`src/rtl/scu_dsp_dma_bridge_pkg.sv`:
```
// Shared definitions for the SCU DSP DMA bridge: FSM states, B-bus window limits
// and the address classifier.
package SCUDSP_PKG;

  typedef enum logic [2:0] {IDLE, W32, H0, H1, FIN} DMABrState_t;

  localparam logic [24:0] SCU_BBUS_LO = 25'h1680000;
  localparam logic [24:0] SCU_BBUS_HI = 25'h17FFFFF;

  function automatic bit IsBBus(input logic [24:0] addr,
                                input logic [24:0] lo = SCU_BBUS_LO,
                                input logic [24:0] hi = SCU_BBUS_HI);
    return (addr >= lo) && (addr <= hi);
  endfunction

endpackage

```
`src/rtl/scu_dsp_dma_bridge.sv`:
```
// Runs one-word DSP DMA requests on the SCU bus: a single 32-bit cycle, or a
// high/low pair of 16-bit cycles inside the B-bus window. Timeouts and overruns raise ERR.
module scu_dsp_dma_bridge
  import SCUDSP_PKG::*;
#(
  parameter logic [24:0] BB_LO  = SCU_BBUS_LO,
  parameter logic [24:0] BB_HI  = SCU_BBUS_HI,
  parameter logic [7:0]  TO_CYC = 8'd255
) (
  input  logic        CLK,
  input  logic        RST_N,
  input  logic        CE_R,
  input  logic [24:0] DSP_A,
  input  logic [31:0] DSP_DO,
  input  logic        DSP_WE,
  input  logic        DSP_REQ,
  output logic        DSP_ACK,
  output logic [31:0] DSP_DI,
  output logic [25:0] BUS_A,
  output logic [31:0] BUS_DO,
  input  logic [31:0] BUS_DI,
  output logic        BUS_WE,
  output logic        BUS_SZ,
  output logic        BUS_REQ,
  input  logic        BUS_RDY,
  output logic        BUSY,
  output logic        ERR,
  input  logic        ERR_CLR
);

  DMABrState_t state_reg;
  logic [24:0] a_reg;
  logic        we_reg;
  logic [31:0] do_reg;
  logic [31:0] rd_reg;
  logic [7:0]  to_cnt_reg;
  logic        bus_req_reg;
  logic [25:0] bus_a_reg;
  logic [31:0] bus_do_reg;
  logic        bus_we_reg;
  logic        bus_sz_reg;
  logic        dsp_ack_reg;
  logic [31:0] dsp_di_reg;
  logic        busy_reg;
  logic        err_reg;

  logic        in_bus;
  logic        overrun;
  logic        timeout;
  logic [31:0] rd_word;
  logic [31:0] bus_do_next;

  assign in_bus  = (state_reg == W32) || (state_reg == H0) || (state_reg == H1);
  assign overrun = DSP_REQ && (state_reg != IDLE);
  assign timeout = in_bus && bus_req_reg && !BUS_RDY && (to_cnt_reg <= 8'd1);

  // Read word as it will look once the current bus cycle's data is merged in.
  always_comb begin
    rd_word     = rd_reg;
    bus_do_next = do_reg;
    case (state_reg)
      W32: begin
        if (!we_reg) rd_word = BUS_DI;
      end
      H0: begin
        if (!we_reg) rd_word = {BUS_DI[15:0], rd_reg[15:0]};
        bus_do_next = {2{do_reg[31:16]}};
      end
      H1: begin
        if (!we_reg) rd_word = {rd_reg[31:16], BUS_DI[15:0]};
        bus_do_next = {2{do_reg[15:0]}};
      end
      default: ;
    endcase
  end

  always_ff @(posedge CLK or negedge RST_N) begin
    if (!RST_N) begin
      state_reg   <= IDLE;
      a_reg       <= '0;
      we_reg      <= 1'b0;
      do_reg      <= '0;
      rd_reg      <= '0;
      to_cnt_reg  <= '0;
      bus_req_reg <= 1'b0;
      bus_a_reg   <= '0;
      bus_do_reg  <= '0;
      bus_we_reg  <= 1'b0;
      bus_sz_reg  <= 1'b0;
      dsp_ack_reg <= 1'b0;
      dsp_di_reg  <= '0;
      busy_reg    <= 1'b0;
      err_reg     <= 1'b0;
    end else if (CE_R) begin
      dsp_ack_reg <= 1'b0;
      if (overrun || timeout) err_reg <= 1'b1;
      else if (ERR_CLR)       err_reg <= 1'b0;

      case (state_reg)
        IDLE: begin
          if (DSP_REQ) begin
            a_reg      <= DSP_A;
            we_reg     <= DSP_WE;
            do_reg     <= DSP_DO;
            rd_reg     <= '0;
            busy_reg   <= 1'b1;
            to_cnt_reg <= TO_CYC;
            state_reg  <= IsBBus(DSP_A, BB_LO, BB_HI) ? H0 : W32;
          end
        end
        W32, H0, H1: begin
          // First cycle of each bus state only sets up the bus; this gives the
          // one-cycle request latency and the one-cycle gap between halves.
          if (!bus_req_reg) begin
            bus_req_reg <= 1'b1;
            bus_a_reg   <= {a_reg, (state_reg == H1)};
            bus_sz_reg  <= (state_reg == W32);
            bus_we_reg  <= we_reg;
            bus_do_reg  <= bus_do_next;
          end else if (BUS_RDY) begin
            bus_req_reg <= 1'b0;
            rd_reg      <= rd_word;
            to_cnt_reg  <= TO_CYC;
            if (state_reg == H0) begin
              state_reg <= H1;
            end else begin
              state_reg   <= FIN;
              dsp_ack_reg <= 1'b1;
              dsp_di_reg  <= rd_word;
            end
          end else if (timeout) begin
            bus_req_reg <= 1'b0;
            rd_reg      <= '0;
            to_cnt_reg  <= TO_CYC;
            state_reg   <= FIN;
            dsp_ack_reg <= 1'b1;
            dsp_di_reg  <= '0;
          end else begin
            to_cnt_reg <= to_cnt_reg - 8'd1;
          end
        end
        FIN: begin
          busy_reg   <= 1'b0;
          to_cnt_reg <= TO_CYC;
          state_reg  <= IDLE;
        end
        default: state_reg <= IDLE;
      endcase
    end
  end

  assign DSP_ACK = dsp_ack_reg;
  assign DSP_DI  = dsp_di_reg;
  assign BUS_A   = bus_a_reg;
  assign BUS_DO  = bus_do_reg;
  assign BUS_WE  = bus_we_reg;
  assign BUS_SZ  = bus_sz_reg;
  assign BUS_REQ = bus_req_reg;
  assign BUSY    = busy_reg;
  assign ERR     = err_reg;

endmodule

```
`config.mk`:
```
export PLATFORM = sky130hd
export DESIGN_NAME = scu_dsp_dma_bridge
export DESIGN_NICKNAME = d
export VERILOG_FILES = /design/src/rtl/scu_dsp_dma_bridge_pkg.sv /design/src/rtl/scu_dsp_dma_bridge.sv
export SDC_FILE = /design/constraint.sdc
export NUM_CORES = 1
export LEC_CHECK = 0
export CAP_MARGIN = 25
export CORE_MARGIN = 10
export CORE_UTILIZATION = 40
export DETAILED_ROUTE_END_ITERATION = 6
export PLACE_DENSITY = 0.66
export REMOVE_ABC_BUFFERS = 1
export SLEW_MARGIN = 15
export SYNTH_ARGS = -nofsm -noshare
export SYNTH_HDL_FRONTEND = slang
export SYNTH_SLANG_ARGS = --single-unit
```
`constraint.sdc`:
```
create_clock -name CLK -period 3.5 [get_ports CLK]
set_input_delay 0.875 -clock CLK [delete_from_list [all_inputs] [get_ports CLK]]
set_output_delay 0.875 -clock CLK [all_outputs]
set_load 0.02 [all_outputs]
```
-- Yosys cells after proc, flatten, opt, wreduce, memory -nomap -nowiden
Index checks and enable logic that the tools add are counted.
Widths: inputs -> output; s select.
- register bits: 197
- bits of input ports: 96
- output and inout port bits: 96
- word-level logic and storage cells: 90
- $add $sub $neg: 1
- order comparisons: 3
- equal/unequal tests: 8
- multiplexer cells: 36
- bitwise operators: 1
- reduce and logical (&&, ||, !) cells: 26
- operators with widths (operator ; count):
    $mux 32 ; 8
    $pmux 32 s2 ; 2
    $pmux 32 s3 ; 1
    $mux 8 ; 4
    $ge 25x25->1 const B ; 1
    $le 25x25->1 const B ; 1
    $pmux 8 s3 ; 1
    $mux 16 ; 1
    $mux 3 ; 5
    $mux 1 ; 11
    $reduce_and 5->1 ; 2
    $reduce_and 3->1 ; 3
    $le 8x1->1 const B ; 1
    $reduce_and 4->1 ; 2
    $reduce_bool 2->1 ; 4
    $sub 8x1->8 const B ; 1
    $eq 3x2->1 const B ; 2
    $ne 2x2->1 const B ; 3
    $pmux 3 s2 ; 1
    $reduce_bool 3->1 ; 2
    $logic_and 1x1->1 ; 5
    $reduce_and 2->1 ; 2
    $eq 3x1->1 const B ; 1
    $eq 3x3->1 const B ; 1
    other kinds (8) ; 10

-- Longest topological paths before layout
- depth after elaboration: 10
- depth in mapped cells: 8
- mapped depth without buffers: 6

-- Worst setup path after synthesis
No wires, ideal clock.
- path kind: in2reg
- start: input CE_R
- end: register rd_reg[10]
- arrival time: 2.228 ns
- required time: 3.435 ns
- setup slack: 1.206 ns
- stages on the path: 7
- cell sequence: buf_2 -> nand2b_4 -> or3_1 -> buf_2 -> nor4_4 -> buf_4 -> a22o_1
- longest elaborated chain between the ends: 1
- RTL lines (item ; RTL line ; source):
    start: declaration ; scu_dsp_dma_bridge.sv:12 ; input logic CE_R,
    $reduce_and 5->1 (no source line) ; - ;
    end signal: assignment ; scu_dsp_dma_bridge.sv:122 ; rd_reg <= rd_word;
    end: declaration ; scu_dsp_dma_bridge.sv:35 ; logic [31:0] rd_reg;
Every way passes these cells.
A chain may end at the register's enable or synchronous reset.

-- Worst setup path in the final report
- start: input DSP_REQ
- end: register rd_reg[7]
- longest elaborated chain between the ends: 2
- RTL lines (item ; RTL line ; source):
    start: declaration ; scu_dsp_dma_bridge.sv:16 ; input logic DSP_REQ,
    $ne 2x2->1 (no source line) ; - ;
    $reduce_and 5->1 (no source line) ; - ;
Every way passes these cells.

==> impl_metrics.csv <==
group,metric,value,unit
clock_network,numCtsBuffers,17,
timing,skew,20.0,ps
placement,numPortBuffers,191,
synth,synthAdderAreaFrac,0.00284,
global_route,grt_pass1_vias,6590,
clock_network,clock_path_buffers,2,
die,io_pins,192,
synth,ys_seq_area_frac,0.560,
routing,wl_per_cell,19.4,um
cells_and_area,fin_nets,1001,
clock_network,cts_tree,"done",
setup_path,crit_buf_inv,1,
timing,rsz0062_at_grt,"false",
timing,slew_headroom,0.398,
synth,synth_area,8800,um2
outcome,status,"complete, no violations",
timing,worstMarginPinSlew,900,ps
synth,yosys_warnings,0,
routing,drc,0,
synth,synth_top_family_by_area,"multiplexers",
routing,first_pass_iters,5,
timing,whs,426,ps
synth,synthSimpleGateAreaFrac,0.0902,
routing,drtIter0Drc,445,
die,die_w,168,um
global_route,track_usage,0.162,
die,die_area,28300,um2
timing,min_period_over_period,0.724,
clock_network,postCtsSetupRepairBufs,0,
die,die_height,168,um
timing,setup_viol_count_final,0,
timing,drv_slew,0,
synth,synth_top_area_frac,0.560,
synth,yosysTopAreaCell,"dfrtp_1",
clock_network,cts_hold_buf,0,
pwr,peakVddDrop,468,uV
routing,ant_nets,0,
cells_and_area,area_growth,32.6,%
routing,drt-total-wl,23300,um
setup_path,start_kind,"input port",
clock_network,htreeDepth,4,
placement,place_congestion,0.803,
die,row_count,54,
synth,ys_types,52,
setup_path,cpLargestDelayFamily,"compound AO/OA/AOI/OAI gates",
die,initial_core_util,0.404,
die,core,21800,um2
placement,dpl.cell_count,1164,
synth,synth-xor-area-share,0,
synth,netlist_instances,730,
setup_path,cp.arrival,2840,ps
clock_network,cts_sinks,197,
synth,avgSynthCellArea,12.1,um2
timing,fmax,395,MHz
setup_path,cp_slowest_cell,"clkdlybuf4s50_1",
global_route,grt_pass1_wl,37200,um
synth,synth_flop_cell,"dfrtp_1",
clock_network,ctsRootBufferMaster,"clkbuf_16",
clock_network,worstSkewPairLatency,440,ps
pwr,p_per_area,895,nW/um2
global_route,grt_max_degree,80,
flow_run,maxCapViolations,0,
cells_and_area,fin_cells,1197,
setup_path,slowest_delay,500,ps
timing,period_needed,2530,ps
setup_path,cp.required,3810,ps
clock_network,path_clk_slew,80,ps
routing,vias_per_cell,5.39,
synth,synth.area.mux_share,0.162,
pwr,power.leakage,4.86,nW
placement,dp_hpwl,15600,um
synth,synth_compound_area_frac,0.149,
synth,synth_area_leaders,"dfrtp_1 (56%), mux2_2 (11%), mux2i_1 (5.5%)",
synth,synth_edf_count,0,
setup_path,cp_cell_sequence,"clkdlybuf4s50_1, or3b_2, a21oi_1, o211ai_2, a22o_1",
setup_path,cp-end-kind,"flop",
synth,ys_seq_elements,197,
global_route,grt_overflow,0,
routing,vias,6448,
cells_and_area,drive_gt1_frac,0.175,
setup_path,cp_max_fo,16,
timing,hold_violations,0,
setup_path,criticalPathCategory,"in -> reg",
clock_network,post_cts_resized,0,
synth,synth-async-reset-ratio,1.00,
global_route,antenna_found_initial,1,
worst_hold_path,hp-class,"in -> async",
[final cells by class]
type	instances	area [um2]
Antenna cell	1	2.50
Clock buffer	18	439
Clock inverter	14	178
Fill cell	1913	10100
Inverter	7	26.3
Multi-Input combinational cell	466	3590
Sequential cell	197	4930
Tap cell	280	350
Timing Repair Buffer	214	2150
[report_power, final]
| group | total [mW] | switching, mW | internal (mW) |
|---|---|---|---|
| combinational | 4.49 | 2.29 | 2.21 |
| clock | 2.04 | 0.986 | 1.05 |
| sequential | 3.91 | 0.640 | 3.27 |
| total | 10.4 | 3.91 | 6.53 |
[metal layers]
layer	track usage	wire length (um)
met5	0	0
met4	0.0439	177
met3	0.0801	2710
met2	0.241	10400
met1	0.206	9950
[per-stage QoR]
| step | power [mW] | TNS [ps] | util | cell area [um2] | setup slack, ps |
|---|---|---|---|---|---|
| 6_report | 10.4 | 0 | 0.536 | 11700 | 965 |
| 5_1_grt | 11.1 | 0 | 0.536 | 11700 | 910 |
| 4_1_cts | 10.6 | 0 | 0.536 | 11700 | 977 |
| 3_5_place_dp | 8.51 | 0 | 0.508 | 11000 | 549 |
| 3_3_place_gp | 8.41 | 0 | 0.508 | 11000 | 564 |
| 2_1_floorplan | 6.50 | -36420 | - | 8510 | -593 |
[synthesized netlist by cell type (all sizes together) (2+ instances only)]
library cell    n
clkbuf         23
buf            37
o2bb2ai        49
dfrtp         197
o211ai          2
nor3b           4
ha              2
inv             7
o21ai          62
a311oi          2
mux2i          48
o221ai         15
or3             3
mux2           84
and2            4
a211oi          4
nor2           23
a21oi          26
a22o           16
nor2b          16
nand3           4
nor4           22
a31oi           2
or2             3
or4             2
nand2          37
or3b            2
nor3           19
[logic make-up (layout without fill, tap and decap cells)]
group	Yosys count	count (layout)
flip-flops	197	197
AO/OA/AOI/OAI	187	187
AND/OR/NAND/NOR	145	145
multiplexers	132	132
buffers and inverters	67	253
adder cells (fa/ha/maj)	2	2
other	0	1
[worst paths after layout]
check / startpoint / to / slack [ps] / cells after the start
setup / recovery: DSP_REQ / rd_reg[7] / 970 / 5
hold / removal: RST_N / to_cnt_reg[4] / 430 / 1
setup reg to reg: state_reg[1] / rd_reg[7] / 1090 / 5
hold reg to reg: BUS_DO[23] / BUS_DO[23] / 480 / 2
max in group asynchronous: RST_N / rd_reg[29] / 2280 / 2
min in group CLK: BUS_DO[23] / BUS_DO[23] / 480 / 2
[cell usage in the layout (no fill, tap or decap), types with 2 or more instances in the layout]
cell type        synthesis  routed
clkinv_8                 0       3
nand2_1                 37      37
or3_1                    3       3
a211oi_1                 4       4
buf_4                    4      18
nor2_1                  23      23
nand3_1                  4       2
a31oi_1                  2       2
a311oi_1                 2       2
a21oi_1                 26      26
o2bb2ai_1               49      49
nor2b_1                 16      16
inv_8                    0       5
inv_1                    7       7
nor3b_1                  4       3
ha_1                     2       2
dfrtp_1                197     196
a22o_1                  16      16
clkbuf_8                 0       2
or2_2                    3       3
or3b_2                   2       2
and2_1                   4       4
mux2_2                  84      84
nor4_1                  20      20
inv_6                    0       3
o221ai_1                15      15
clkbuf_16                0      17
nor3_1                  17      17
buf_12                   0       5
o21ai_0                 61      61
clkdlybuf4s50_1          0     190
mux2i_1                 48      48
Power figures use the tool's default switching activity.
